**src/rtl/blankport_stim_if.sv**
```systemverilog
// Harness-side bus of the blank-port stimulus block: drive vectors out, response in,
// plus run status and the compacted signature.
interface blankport_stim_if;
    logic        start;
    logic [7:0]  o;
    logic [3:0]  a;
    logic [3:0]  b;
    logic        busy;
    logic        done;
    logic [15:0] sig;
    logic [7:0]  vec_cnt;

    modport master (
        input  start, o,
        output a, b, busy, done, sig, vec_cnt
    );

    modport slave (
        output start, o,
        input  a, b, busy, done, sig, vec_cnt
    );
endinterface

```
**src/rtl/blankport_stim.sv**
```systemverilog
// Pseudo-random a/b stimulus generator with settle delay; each sampled response o is
// folded into a 16-bit MISR signature.
module blankport_stim #(
    parameter int         COUNT  = 16,
    parameter int         SETTLE = 1,
    parameter logic [7:0] SEED   = 8'hA5
) (
    input logic              clk,
    input logic              rst_n,
    blankport_stim_if.master bus
);
    typedef enum logic [2:0] {IDLE, DRIVE, WAIT, SAMPLE, DONE} state_t;

    state_t      state;
    logic [7:0]  lfsr;
    logic [15:0] sig;
    logic [7:0]  vec_cnt;
    logic [3:0]  wait_cnt;
    logic        busy;
    logic        done;

    logic        lfsr_fb;
    logic        misr_fb;
    logic [7:0]  cnt_inc;

    assign lfsr_fb = lfsr[7] ^ lfsr[5] ^ lfsr[4] ^ lfsr[3];
    assign misr_fb = sig[15] ^ sig[4] ^ sig[2] ^ sig[1];
    assign cnt_inc = vec_cnt + 8'd1;

    always_ff @(posedge clk or negedge rst_n) begin
        if (!rst_n) begin
            state    <= IDLE;
            lfsr     <= SEED;
            sig      <= 16'h0000;
            vec_cnt  <= 8'h00;
            wait_cnt <= 4'h0;
            busy     <= 1'b0;
            done     <= 1'b0;
        end else begin
            case (state)
                IDLE: begin
                    if (bus.start) begin
                        lfsr    <= SEED;
                        sig     <= 16'h0000;
                        vec_cnt <= 8'h00;
                        busy    <= 1'b1;
                        state   <= DRIVE;
                    end
                end
                DRIVE: begin
                    if (SETTLE == 0) begin
                        state <= SAMPLE;
                    end else begin
                        wait_cnt <= 4'(SETTLE - 1);
                        state    <= WAIT;
                    end
                end
                WAIT: begin
                    // counter starts at SETTLE-1, so WAIT spans exactly SETTLE cycles
                    if (wait_cnt == 4'h0) state <= SAMPLE;
                    else                  wait_cnt <= wait_cnt - 4'h1;
                end
                SAMPLE: begin
                    sig     <= {sig[14:0], misr_fb} ^ {8'h00, bus.o};
                    vec_cnt <= cnt_inc;
                    lfsr    <= {lfsr[6:0], lfsr_fb};
                    if (cnt_inc == 8'(COUNT)) begin
                        busy  <= 1'b0;
                        done  <= 1'b1;
                        state <= DONE;
                    end else begin
                        state <= DRIVE;
                    end
                end
                DONE: begin
                    done  <= 1'b0;
                    state <= IDLE;
                end
                default: begin
                    busy  <= 1'b0;
                    done  <= 1'b0;
                    state <= IDLE;
                end
            endcase
        end
    end

    assign bus.a       = lfsr[7:4];
    assign bus.b       = lfsr[3:0];
    assign bus.busy    = busy;
    assign bus.done    = done;
    assign bus.sig     = sig;
    assign bus.vec_cnt = vec_cnt;
endmodule

```
**src/flat_wrapper.sv**
```systemverilog
// flat-port wrapper written by rule: the top's interface ports become plain ports
module blankport_stim_flat 
#(
    parameter int         COUNT  = 16,
    parameter int         SETTLE = 1,
    parameter logic [7:0] SEED   = 8'hA5
)
  (clk, rst_n, bus_start, bus_o, bus_a, bus_b, bus_busy, bus_done, bus_sig, bus_vec_cnt);
  blankport_stim_if bus_i ();
  input logic clk;
  input logic rst_n;
  input wire logic [$bits(bus_i.start)-1:0] bus_start;
  input wire logic [$bits(bus_i.o)-1:0] bus_o;
  output wire logic [$bits(bus_i.a)-1:0] bus_a;
  output wire logic [$bits(bus_i.b)-1:0] bus_b;
  output wire logic [$bits(bus_i.busy)-1:0] bus_busy;
  output wire logic [$bits(bus_i.done)-1:0] bus_done;
  output wire logic [$bits(bus_i.sig)-1:0] bus_sig;
  output wire logic [$bits(bus_i.vec_cnt)-1:0] bus_vec_cnt;
  assign bus_i.start = bus_start;
  assign bus_i.o = bus_o;
  assign bus_a = bus_i.a;
  assign bus_b = bus_i.b;
  assign bus_busy = bus_i.busy;
  assign bus_done = bus_i.done;
  assign bus_sig = bus_i.sig;
  assign bus_vec_cnt = bus_i.vec_cnt;
  blankport_stim #(.COUNT(COUNT), .SETTLE(SETTLE), .SEED(SEED)) u_core (.clk(clk), .rst_n(rst_n), .bus(bus_i));
endmodule
```
**config.mk**
```make
export PLATFORM = sky130hd
export DESIGN_NAME = blankport_stim_flat
export DESIGN_NICKNAME = d
export VERILOG_FILES = /design/src/rtl/blankport_stim_if.sv /design/src/rtl/blankport_stim.sv /design/src/flat_wrapper.sv
export SDC_FILE = /design/constraint.sdc
export NUM_CORES = 1
export LEC_CHECK = 0
export ABC_AREA = 1
export ABC_CLOCK_PERIOD_IN_PS = 1950
export CORE_MARGIN = 4
export CORE_UTILIZATION = 35
export CTS_BUF_LIST = sky130_fd_sc_hd__clkbuf_2 sky130_fd_sc_hd__clkbuf_4 sky130_fd_sc_hd__clkbuf_8
export DETAILED_ROUTE_END_ITERATION = 16
export DONT_BUFFER_PORTS = 1
export HOLD_SLACK_MARGIN = 0.08
export PLACE_DENSITY = 0.48
export SYNTH_ARGS = -nofsm -noshare
export SYNTH_HDL_FRONTEND = slang
export SYNTH_SLANG_ARGS = --single-unit
```
**constraint.sdc**
```tcl
create_clock -name clk -period 1.95 [get_ports clk]
set_input_delay 0.0975 -clock clk [delete_from_list [all_inputs] [get_ports clk]]
set_output_delay 0.0975 -clock clk [all_outputs]
set_load 0.03 [all_outputs]
```
# Yosys cells after proc, flatten, opt, wreduce, memory -nomap -nowiden
# Index checks and enable logic that the tools add are counted.
# W data, S select, Z words.
[op_classes] addsub=2 n_eq_ne=9 mux=17 bitwise_logic=9 reduce_logical=11
[op_table] operator="$pmux W16 S2" n=1
[op_table] operator="$pmux W8 S2" n=2
[op_table] operator="$mux W16" n=1
[op_table] operator="$mux W8" n=2
[op_table] operator="$xor A16 B8 Y16" n=1
[op_table] operator="$pmux W3 S4" n=1
[op_table] operator="$mux W3" n=3
[op_table] operator="$add A8 B1 Y8 const B" n=1
[op_table] operator="$eq A8 B5 Y1 const B" n=1
[op_table] operator="$pmux W4 S2" n=1
[op_table] operator="$reduce_and A2 Y1" n=4
[op_table] operator="$eq A3 B2 Y1 const B" n=2
[op_table] operator="$reduce_or A3 Y1" n=2
[op_table] operator="$xor A1 B1 Y1" n=6
[op_table] operator="$logic_not A4 Y1" n=1
[op_table] operator="$mux W4" n=1
[op_table] operator="$ne A2 B1 Y1 const B" n=2
[op_table] operator="$ne A2 B2 Y1 const B" n=2
[op_table] operator="$reduce_bool A2 Y1" n=2
[op_table] operator="$sub A4 B1 Y4 const B" n=1
[op_table] operator="$eq A3 B1 Y1 const B" n=1
[op_table] operator="$eq A3 B3 Y1 const B" n=1
[op_table] operator="$logic_not A3 Y1" n=1
[op_table] operator="$mux W1" n=3
[op_table] operator="4 further kinds" n=5
[totals] register_bits=41 input_bits=11 output_inout_bits=34 word_cells=55

# Depth between registers and ports, before layout
[logic_depth] ltp_word=5 ltp_mapped=11 ltp_nobuf=11

# Least setup slack after synthesis
# No wires, ideal clock.
[synth_path] path_type="reg-to-reg" from="register u_core.vec_cnt[0], in the netlist u_core.bus.vec_cnt[0]" to="register u_core.busy, in the netlist u_core.bus.busy" arrival_time_ns=1.493 path_slack_ns=0.337 path_stages_with_launch=11 path_buffers=0 period_less_slack_ns=1.613 path_cell_list="dfrtp_1 -> ha_1 -> nand3_1 -> o21bai_1 -> nand2_1 -> nor2_1 -> nand3_1 -> nand2_1 -> nand2_1 -> nand2_1 -> nand2_1"
[synth_via] elab_chain_cells=4
[synth_rtl] item="start, declared" line_no="blankport_stim.sv:17" text="logic [7:0] vec_cnt;"
[synth_rtl] item="start signal, assigned" line_no="blankport_stim.sv:65" text="vec_cnt <= cnt_inc;"
[synth_rtl] item="$add A8 B1 Y8" line_no="blankport_stim.sv:28" text="assign cnt_inc = vec_cnt + 8'd1;"
[synth_rtl] item="$eq A8 B5 Y1" line_no="blankport_stim.sv:67" text="if (cnt_inc == 8'(COUNT)) begin"
[synth_rtl] item="$ne A2 B1 Y1 (no line)"
[synth_rtl] item="$reduce_and A3 Y1 (no line)"
[synth_rtl] item="end signal, assigned" line_no="blankport_stim.sv:37" text="busy <= 1'b0;"
[synth_rtl] item="end signal, assigned" line_no="blankport_stim.sv:68" text="busy <= 1'b0;"
[synth_rtl] item="end signal, assigned" line_no="blankport_stim.sv:80" text="busy <= 1'b0;"
[synth_rtl] item="end, declared" line_no="blankport_stim.sv:19" text="logic busy;"
# Every way passes these cells.
# A chain may end at the register's enable or synchronous reset.

# Final worst setup path
# Same ends and word-level chain as after synthesis.

==> reports/metrics.csv <==
stage,metric,value,unit
status,status,"finished, final reports clean",
yosys,Area contributors post-synth,"dfrtp_1 49%, nand2_1 7.3%, inv_1 5.7%",
layout,synthesis-to-layout area growth,17.51,%
clock_tree,root buffer cell,clkbuf_8,
yosys,Syn. warnings,0,
sta,Final Skew,0.01499,ns
sta,Least-Margin Pin Slew,0.4103,ns
critical_path,Worst path max stage delay,0.45,ns
placement,Port-buffer cells,0,
layout,share of layout cells above drive strength 1,13.84,%
power,power share of the clock group,16.0,%
sta,Max Clock Freq,0.6194,GHz
clock_tree,"Reg clk slew, reported paths",0.08,ns
yosys,Post-synth ARST share,100.0,%
yosys,syn_nets,218,
route,DRC,0,
yosys,#FFs+latches synth,41,
layout,final instance area,2233,um^2
clock_tree,clk_lat worst skew,0.30,ns
grt,pin count of the biggest net entering global routing,42,
sta,Final min period,1.614,ns
sta,fin crit share,82.79,%
clock_tree,# Post-CTS Setup Buffers,0,
critical_path,critical path type,reg -> reg,
sta,"Setup violations, final",0,
grt,vias in the first global route,1580,
critical_path,r2r worst-path depth,10,
grt,total congestion overflow,0,
placement,instance area after placement,1998,um^2
clock_tree,number of buffers created by CTS,5,
critical_path,data required time of the worst path,2.14,ns
route,via count,1486,
placement,RD Place Congestion,0.7779,
power,switching share of power,48.61,%
floorplanning,core area,5172,um^2
power,Power Internal,2200,uW
yosys,largest area contributor in the netlist,dfrtp_1,
route,vias per cell,5.054,
power,P_leak,0.001013,uW
yosys,ys flop type,dfrtp_1,
critical_path,reg2reg start,u_core.bus.vec_cnt[0]$_DFFE_PN0P_,
min_path,hold wc startpoint,bus_start,
power,cell area power density,1917,nW/um^2
floorplanning,Die Y,81.69,um
critical_path,CP bufs+invs,0,
critical_path,CP max FO,6,
route,iteration count of the initial detailed-routing pass,4,
floorplanning,number of core rows,26,
sta,max_slew headroom,72.65,%
route,DRT antenna net count,0,
layout,number of diodes,0,
grt,first-pass GRT wire length,7.203,mm
min_path,hold path depth,5,
clock_tree,H-tree depth,2,
yosys,synth cell count leaders,"37 x dfrtp_1, 37 x nand2_1, 29 x inv_1",
clock_tree,clk buf depth,2,
critical_path,slowest library cell on the worst path,dfrtp_1,
route,Initial DRC Count,68,
layout,nets,237,
power,Peak VDD IR,0.7004,mV
route,final wirelength,4.255,mm
min_path,worst hold path class,in -> reg,
route,Wirelength per Cell,14.47,um
placement,DP Wirelength,3.054,mm
yosys,"Seq/Total Area, Yosys",54.25,%
sta,setup TNS,0,ns
critical_path,cell family contributing the most delay on the critical path,simple AND/OR/NAND/NOR gates,
sta,"Slew Viols, Final",0,
floorplanning,die footprint,6673,um^2
sta,unrepaired setup endpoints after global routing,no,
floorplanning,# IOs,45,
power,sequential fraction of design power,49.1,%
layout,# fillers,508,
layout,post-layout util,43.18,%
power,sw power,2081,uW
critical_path,worst reg2reg endpoint,u_core.bus.busy$_DFFE_PN0P_,
yosys,Syn Inst Count,204,
critical_path,crit path capture type,flip-flop,
power,Comb power frac,34.8,%
yosys,Mapped Area,1901,um^2
grt,Total GRT Usage,14.17,%
critical_path,most frequent CP cell,nand2_1,
clock_tree,clock sinks,41,
job,max_cap viols,0,
min_path,hold path endpoint,u_core.bus.busy$_DFFE_PN0P_,
yosys,Yosys cell types,31,
grt,initial antenna violation count,0,
yosys,syn avg cell area,9.317,um^2
power,total power,4281,uW
floorplanning,die width,81.69,um
clock_tree,CTS tree,yes,
critical_path,R2R Setup Slk,0.34,ns
yosys,top-area cell type share of the netlist area,48.72,%
floorplanning,Starting Density,36.74,%
critical_path,crit-path cells,"ha_1, nand3_1, o21bai_1, nand2_1, nor2_1, nand3_1, nand2_1, nand2_1, nand2_1, nand2_1",
yosys,number of synthesized flops with an enable pin,0,
sta,Final Hold Viols,0,
critical_path,arrival time worst endpoint,1.80,ns
critical_path,Worst Setup Start Kind,flip-flop,
## worst min-delay path: cells and delay by family
| family | cells | cell delay [ns] |
|---|---|---|
| AO/OA/AOI/OAI | 1 | 0.07 |
| AND/OR/NAND/NOR | 4 | 0.19 |
## power groups by stage
stage | clock network (uW) | registers, uW | logic, uW
after floorplan | 0 | 2080 | 1130
after global placement | 0 | 2120 | 1400
after detailed placement | 0 | 2130 | 1460
after CTS | 713 | 2120 | 1510
after global routing | 746 | 2170 | 1680
final | 686 | 2100 | 1490
## final cells by class
type                            instances  area (um^2)  area share (%)
Timing Repair Buffer                   17        165.2           7.395
Clock buffer                            5        68.82           3.081
Multi-Input combinational cell        125        710.7           31.82
Tap cell                               70        87.58           3.922
Inverter                               33        123.9           5.546
Sequential cell                        41         1031           46.16
Clock inverter                          3        46.29           2.073
## registers in the layout, indices dropped and copies added, names as in the netlist
register,cells
u_core.state,3
u_core.wait_cnt,4
u_core.bus.busy,1
u_core.bus.sig,16
u_core.bus.vec_cnt,8
u_core.lfsr,8
u_core.bus.done,1
## layout by cell type, fill, tap and decap left out, drive strengths merged, types with 6 or more instances in the layout
cell,instances
dfrtp,37
dlygate4sd3,10
o21ai,15
nand3,10
inv,33
a32o,6
buf,7
nor2,9
nand2,38
o22ai,12
or2,6
## repair_timing
item,CTS,global route
hold buffers,11,0
resized for setup,0,0
hold endpoints to repair,51,0
## stage by stage
step	setup WS [ns]	hold WS [ns]	cells
floorplan	0.3368	-0.1981	204
global placement	0.3894	-0.1970	275
detailed placement	0.3406	-0.1970	275
CTS	0.3278	0.09074	294
global route	0.09699	0.1234	294
finish	0.3356	0.1043	294
## per-layer routing
layer  share of wire (%)  vias up  global-route usage, %
li1                    -      714                      -
met1                  44      729                  16.29
met2                  49       36                  24.76
met3                 5.9        7                  4.167
met4                 1.5        0                  5.482
met5                   0        -                      0
## how the worst max path moves through the flow
stage | startpoint | endpoint | slack (ns) | depth (start not counted)
6_report | u_core.bus.vec_cnt[0]$_DFFE_PN0P_ | u_core.bus.busy$_DFFE_PN0P_ | 0.34 | 10
4_1_cts | u_core.bus.vec_cnt[0]$_DFFE_PN0P_ | u_core.bus.busy$_DFFE_PN0P_ | 0.33 | 10
3_5_place_dp | u_core.bus.vec_cnt[0]$_DFFE_PN0P_ | u_core.bus.busy$_DFFE_PN0P_ | 0.34 | 10
3_3_place_gp | u_core.bus.vec_cnt[3]$_DFFE_PN0P_ | u_core.bus.busy$_DFFE_PN0P_ | 0.39 | 9
5_1_grt | u_core.bus.vec_cnt[0]$_DFFE_PN0P_ | u_core.bus.busy$_DFFE_PN0P_ | 0.1 | 10
2_1_floorplan | u_core.bus.vec_cnt[0]$_DFFE_PN0P_ | u_core.bus.busy$_DFFE_PN0P_ | 0.34 | 10
## logic make-up (layout without fill, tap and decap cells)
family,after synthesis,after routing,synth area share (%)
AOI/OAI and AO/OA,44,44,15.01
and+or+nand+nor,70,70,16.72
DFF,41,41,54.25
buffers and inverters,38,58,8.360
adders and majority gates,3,3,1.975
xor gates and xnor gates,8,8,3.687
No activity file was read; power rests on OpenSTA's default activity.
